### src/rtl/mem_arb_pkg.sv
// ============================================================================
//  Module      : mem_arb_pkg
//  Description : Shared types and constants for the memory port arbiter.
//  Revision    : 1.0
// ============================================================================
`default_nettype none

package mem_arb_pkg;

    localparam logic [0:0] ST_IDLE  = 1'b0;
    localparam logic [0:0] ST_DM_B2 = 1'b1;

    // Owner of the read beat issued in the previous cycle.
    typedef enum logic [1:0] {
        TAG_NONE  = 2'd0,
        TAG_IF    = 2'd1,
        TAG_DM_B0 = 2'd2,
        TAG_DM_B1 = 2'd3
    } owner_tag_e;

    // Wide enough for STARVE_MAX up to 15.
    localparam int STARVE_CW = 4;

endpackage : mem_arb_pkg

`default_nettype wire

### src/rtl/arb_starve_ctr.sv
// ============================================================================
//  Module      : arb_starve_ctr
//  Description : Saturating wait counter with clear; flags starvation.
//  Revision    : 1.0
// ============================================================================
`default_nettype none

module arb_starve_ctr
    import mem_arb_pkg::*;
#(
    parameter int unsigned STARVE_MAX = 4
) (
    input  logic clk,
    input  logic reset,
    input  logic i_inc,
    input  logic i_clr,
    output logic o_starved
);

    localparam logic [STARVE_CW-1:0] c_max_cnt = STARVE_MAX[STARVE_CW-1:0];

    logic [STARVE_CW-1:0] cnt_q;
    logic [STARVE_CW-1:0] cnt_d;

    always_comb begin
        cnt_d = cnt_q;
        if (i_clr) begin
            cnt_d = '0;
        end else if (i_inc && (cnt_q != c_max_cnt)) begin
            cnt_d = cnt_q + STARVE_CW'(1);
        end
    end

    always_ff @(posedge clk or posedge reset) begin
        if (reset) begin
            cnt_q <= '0;
        end else begin
            cnt_q <= cnt_d;
        end
    end

    assign o_starved = (cnt_q >= c_max_cnt);

endmodule : arb_starve_ctr

`default_nettype wire

### src/rtl/mem_port_arbiter.sv
// ============================================================================
//  Module      : mem_port_arbiter
//  Description : Single-port memory sequencer/arbiter for fetch and data
//                access, with locked two-beat LDW/SDW bursts.
//                Optional macro MEM_ARB_ALIGN_CHECK_EN: odd-address doubles
//                raise dm_excp instead of accessing memory.
//  Revision    : 1.0
// ============================================================================
`default_nettype none

module mem_port_arbiter
    import mem_arb_pkg::*;
#(
    parameter int ADDR_W     = 32,
    parameter int DATA_W     = 32,
    parameter int STARVE_MAX = 4
) (
    input  logic              clk,
    input  logic              reset,
    input  logic              if_req,
    input  logic [ADDR_W-1:0] if_addr,
    output logic              if_gnt,
    output logic              if_rvalid,
    output logic [DATA_W-1:0] if_rdata,
    input  logic              dm_req,
    input  logic              dm_we,
    input  logic              dm_dbl,
    input  logic [ADDR_W-1:0] dm_addr,
    input  logic [DATA_W-1:0] dm_wdata,
    input  logic [DATA_W-1:0] dm_wdata2,
    output logic              dm_gnt,
    output logic              dm_rvalid,
    output logic              dm_beat,
    output logic [DATA_W-1:0] dm_rdata,
    output logic              dm_done,
    output logic              dm_excp,
    output logic              mem_en,
    output logic              mem_we,
    output logic [ADDR_W-1:0] mem_addr,
    output logic [DATA_W-1:0] mem_wdata,
    input  logic [DATA_W-1:0] mem_rdata
);

    logic [0:0]  state_q, state_d;
    owner_tag_e  tag_q, tag_d;
    logic        done_q, done_d;
    logic        w_starved;
    logic        w_misalign;
    logic        w_excp;

`ifdef MEM_ARB_ALIGN_CHECK_EN
    assign w_misalign = dm_dbl & dm_addr[0];
`else
    assign w_misalign = 1'b0;
`endif

    arb_starve_ctr #(
        .STARVE_MAX (STARVE_MAX)
    ) u_starve (
        .clk       (clk),
        .reset     (reset),
        .i_inc     (if_req & ~if_gnt),
        .i_clr     (~if_req | if_gnt),
        .o_starved (w_starved)
    );

    // Outputs are held low while reset is asserted, even with requests present.
    always_comb begin
        state_d   = state_q;
        tag_d     = TAG_NONE;
        done_d    = 1'b0;
        if_gnt    = 1'b0;
        dm_gnt    = 1'b0;
        w_excp    = 1'b0;
        mem_en    = 1'b0;
        mem_we    = 1'b0;
        mem_addr  = '0;
        mem_wdata = '0;
        if (!reset) begin
            case (state_q)
                ST_IDLE: begin
                    if (dm_req && (!if_req || !w_starved)) begin
                        dm_gnt = 1'b1;
                        if (w_misalign) begin
                            w_excp = 1'b1;
                        end else begin
                            mem_en    = 1'b1;
                            mem_we    = dm_we;
                            mem_addr  = dm_addr;
                            mem_wdata = dm_we ? dm_wdata : '0;
                            tag_d     = dm_we ? TAG_NONE : TAG_DM_B0;
                            if (dm_dbl) begin
                                state_d = ST_DM_B2;
                            end else begin
                                done_d = 1'b1;
                            end
                        end
                    end else if (if_req) begin
                        if_gnt   = 1'b1;
                        mem_en   = 1'b1;
                        mem_addr = if_addr;
                        tag_d    = TAG_IF;
                    end
                end
                ST_DM_B2: begin
                    mem_en    = 1'b1;
                    mem_we    = dm_we;
                    mem_addr  = dm_addr + ADDR_W'(1);
                    mem_wdata = dm_we ? dm_wdata2 : '0;
                    tag_d     = dm_we ? TAG_NONE : TAG_DM_B1;
                    done_d    = 1'b1;
                    state_d   = ST_IDLE;
                end
                default: state_d = ST_IDLE;
            endcase
        end
    end

    always_ff @(posedge clk or posedge reset) begin
        if (reset) begin
            state_q <= ST_IDLE;
            tag_q   <= TAG_NONE;
            done_q  <= 1'b0;
        end else begin
            state_q <= state_d;
            tag_q   <= tag_d;
            done_q  <= done_d;
        end
    end

    assign if_rvalid = (tag_q == TAG_IF);
    assign dm_rvalid = (tag_q == TAG_DM_B0) || (tag_q == TAG_DM_B1);
    assign dm_beat   = (tag_q == TAG_DM_B1);
    assign if_rdata  = if_rvalid ? mem_rdata : '0;
    assign dm_rdata  = dm_rvalid ? mem_rdata : '0;
    assign dm_done   = done_q | w_excp;
    assign dm_excp   = w_excp;

endmodule : mem_port_arbiter

`default_nettype wire
### config.mk
export PLATFORM = sky130hd
export DESIGN_NAME = mem_port_arbiter
export DESIGN_NICKNAME = d
export VERILOG_FILES = /design/src/rtl/mem_arb_pkg.sv /design/src/rtl/arb_starve_ctr.sv /design/src/rtl/mem_port_arbiter.sv
export SDC_FILE = /design/constraint.sdc
export NUM_CORES = 1
export LEC_CHECK = 0
export BUFFER_PORTS_ARGS = -buffer_cell sky130_fd_sc_hd__buf_2
export CAP_MARGIN = 0
export CORE_AREA = 2 2 118 120
export DETAILED_ROUTE_END_ITERATION = 8
export DIE_AREA = 0 0 120 122
export HOLD_SLACK_MARGIN = 0.12
export SYNTH_ARGS = -nofsm -noshare
export SYNTH_HDL_FRONTEND = slang
export SYNTH_HIERARCHICAL = 1
export SYNTH_SLANG_ARGS = --single-unit
export TNS_END_PERCENT = 100
### constraint.sdc
create_clock -name clk -period 5.4 [get_ports clk]
set_input_delay 0.81 -clock clk [delete_from_list [all_inputs] [get_ports clk]]
set_output_delay 0.81 -clock clk [all_outputs]
set_load 0.05 [all_outputs]
==> out/results.ini <==
[run_status]
outcome=finished, final reports clean

[clock_network]
clkTransAtPathRegs_ns=0.03
cts_max_path_buffers=2
cts.sinks=8
clk_latency_ns=0.23
cts_made_buffers=3
postCtsHoldBufs=0
ctsResizeCount=0
cts_tree=yes
ctsRootBufferMaster=clkbuf_16
h-tree-depth=1
post_cts_buffers=0

[setup_path]
crit_type=primary input to output port
r2r_start=u_starve/cnt_q[3]
r2r_cells=8
critPathLaunchType=primary input
rrSetupSlack_ns=2.82
cp_max_fo=38
critPathCaptureType=output port
reg2reg_to=u_starve/cnt_q[3]
cp.arrival_ns=3.36
required_ns=4.59

[pwr]
finalPower_uw=694
power_density_mw_per_mm2=152
p_leak_nw=2.41
vdd_drop_max_uv=84.5

[sta]
fin_ws_ns=1.23
setup_tns_ns=0
fmax_ghz=0.240
period_share_pct=77.2
grt_setup_unrepaired=no
fin_skew_ns=0.00298
slew_viol_final=0
finalHoldViolCount=0
tightest_slew_ns=1.21
min_period_ns=4.17
slew-limit-headroom_pct=19.5
setup_viol=0

[synthesis]
syn_nets=631
syn_area_mm2=0.00302
ys_types=57
synth_top_area_share_pct=14.7
yosys.area.top_type=and2_1
ys_seq_area_share_pct=6.62
synthFlopType=dfrtp_1
yosysWarnings=6
synthTopCellsByArea=and2_1 15%, a22oi_1 7.9%, a211oi_1 7.7%
syn_area_per_cell_um2=6.55
yosys_register_bits=8
synthCells=462
yosysMostFrequentCell=and2_1
synthArstFlopShare_pct=100
synth_common_cells=71 x and2_1, 51 x nor2_1, 33 x clkbuf_1, 32 x a22oi_1, 31 x a211oi_1
synth_edf_count=0

[routing]
initialDrtViolationCount=331
drt-pass1-iter-count=5
wire_per_inst_um=17.4
drt.antenna.violating_nets=0
drt_wl_total_um=15700
num_vias=4676
via_per_inst=5.18
drcViolationCount=0

[place]
io_buffers=301
dp_slack_ns=1.21
placed_area_mm2=0.00449
dp.cells=898
gp_congestion=0.918
dp_hpwl_um=12500

[cells_and_area]
drive_above_1_share_pct=45.3
design_area_mm2=0.00457
layout.nets=892
syn_to_final_growth_pct=51.0
antenna_cells=0
stdcell_count=902

[floorplan]
die_area_mm2=0.0146
initial_core_util_pct=22.4
io_pins=303
coreArea_mm2=0.0135
row_count=43
dieHeight_um=122
die_x_um=120

[global_route]
grtUsageTotal_pct=19.4
grt_pass1_vias=4206
grt_overflow_total=0
grt_max_degree=61
grt_pass1_wl_um=22700
grt_antenna_before_repair=1

[hold_path]
hold_start=u_starve/cnt_q[3]
hold_depth=2
min_to=u_starve/cnt_q[3]
min_path_type=flip-flop to flip-flop

[flow_run]
drv_cap=0

critical path: stages:
cell and delay (ns):
buf_2 0.31, a21boi_2 0.22, buf_4 0.33, and3_1 1.02, a22oi_1 0.21, nor2_1 0.16
buf_2 0.28
stage by stage:
step / util, % / hold WS (ns)
5_1_grt: 33.8 / 0.592
4_1_cts: 33.8 / 0.556
3_3_place_gp: 33.2 / 0.546
2_1_floorplan: - / 0.512
3_5_place_dp: 33.2 / 0.549
6_report: 33.8 / 0.559
final cells by class:
cell class / count / area, um2
Timing Repair Buffer: 305 / 1540
Multi-Input combinational cell: 393 / 2480
Fill cell: 1500 / 8940
Inverter: 12 / 45.0
Clock buffer: 4 / 78.8
Sequential cell: 8 / 201
Tap cell: 180 / 225
state kept, by name, indices dropped and copies added (netlist names):
signal          cells
done_q              1
state_q             1
tag_q               2
u_starve/cnt_q      4
routing by layer:
metal  track usage, %  part of all wire [%]  wire length [um]
met5                0                  0.10                16
met4             6.99                   2.7               429
met3             5.01                    11              1720
met2             33.4                    48              7570
met1             23.2                    38              5990
how the worst max path moves through the flow:
| stage | from | endpoint | slack [ns] | depth (start not counted) |
|---|---|---|---|---|
| after global routing | if_req | mem_wdata[0] | 1.02 | 7 |
| final | if_req | mem_wdata[15] | 1.23 | 7 |
| after detailed placement | if_req | mem_wdata[15] | 1.21 | 7 |
| after CTS | if_req | mem_wdata[15] | 1.21 | 7 |
| after floorplan | dm_addr[0] | mem_addr[28] | 1.12 | 6 |
| after global placement | if_req | mem_wdata[2] | 1.23 | 7 |
cells by family after synthesis:
group	synth area share, %
buffers and inverters	11.6
AND/OR/NAND/NOR	48.2
multiplexers	0.372
flip-flops	6.62
AO/OA/AOI/OAI	28.6
adder cells (fa/ha/maj)	1.24
XOR/XNOR	3.19
other	0.124
layout by cell type, fill, tap and decap left out, types with 9 or more instances in the layout:
| cell | instances |
|---|---|
| and2_1 | 71 |
| nor3_1 | 13 |
| xnor2_1 | 9 |
| o31ai_1 | 9 |
| a22oi_1 | 32 |
| buf_2 | 301 |
| nand4_1 | 12 |
| inv_1 | 12 |
| a211oi_1 | 31 |
| nand3_1 | 20 |
| a311oi_1 | 9 |
| nand2_1 | 30 |
| nor2_1 | 51 |
| and3_1 | 23 |
where the power goes:
group / internal, mW / leakage [nW] / switching (mW)
Combinational: 0.141 / 2.26 / 0.356
Sequential: 0.0637 / 0.106 / 0.00562
Clock: 0.0983 / 0.0382 / 0.0289
Power figures use the tool's default switching activity.
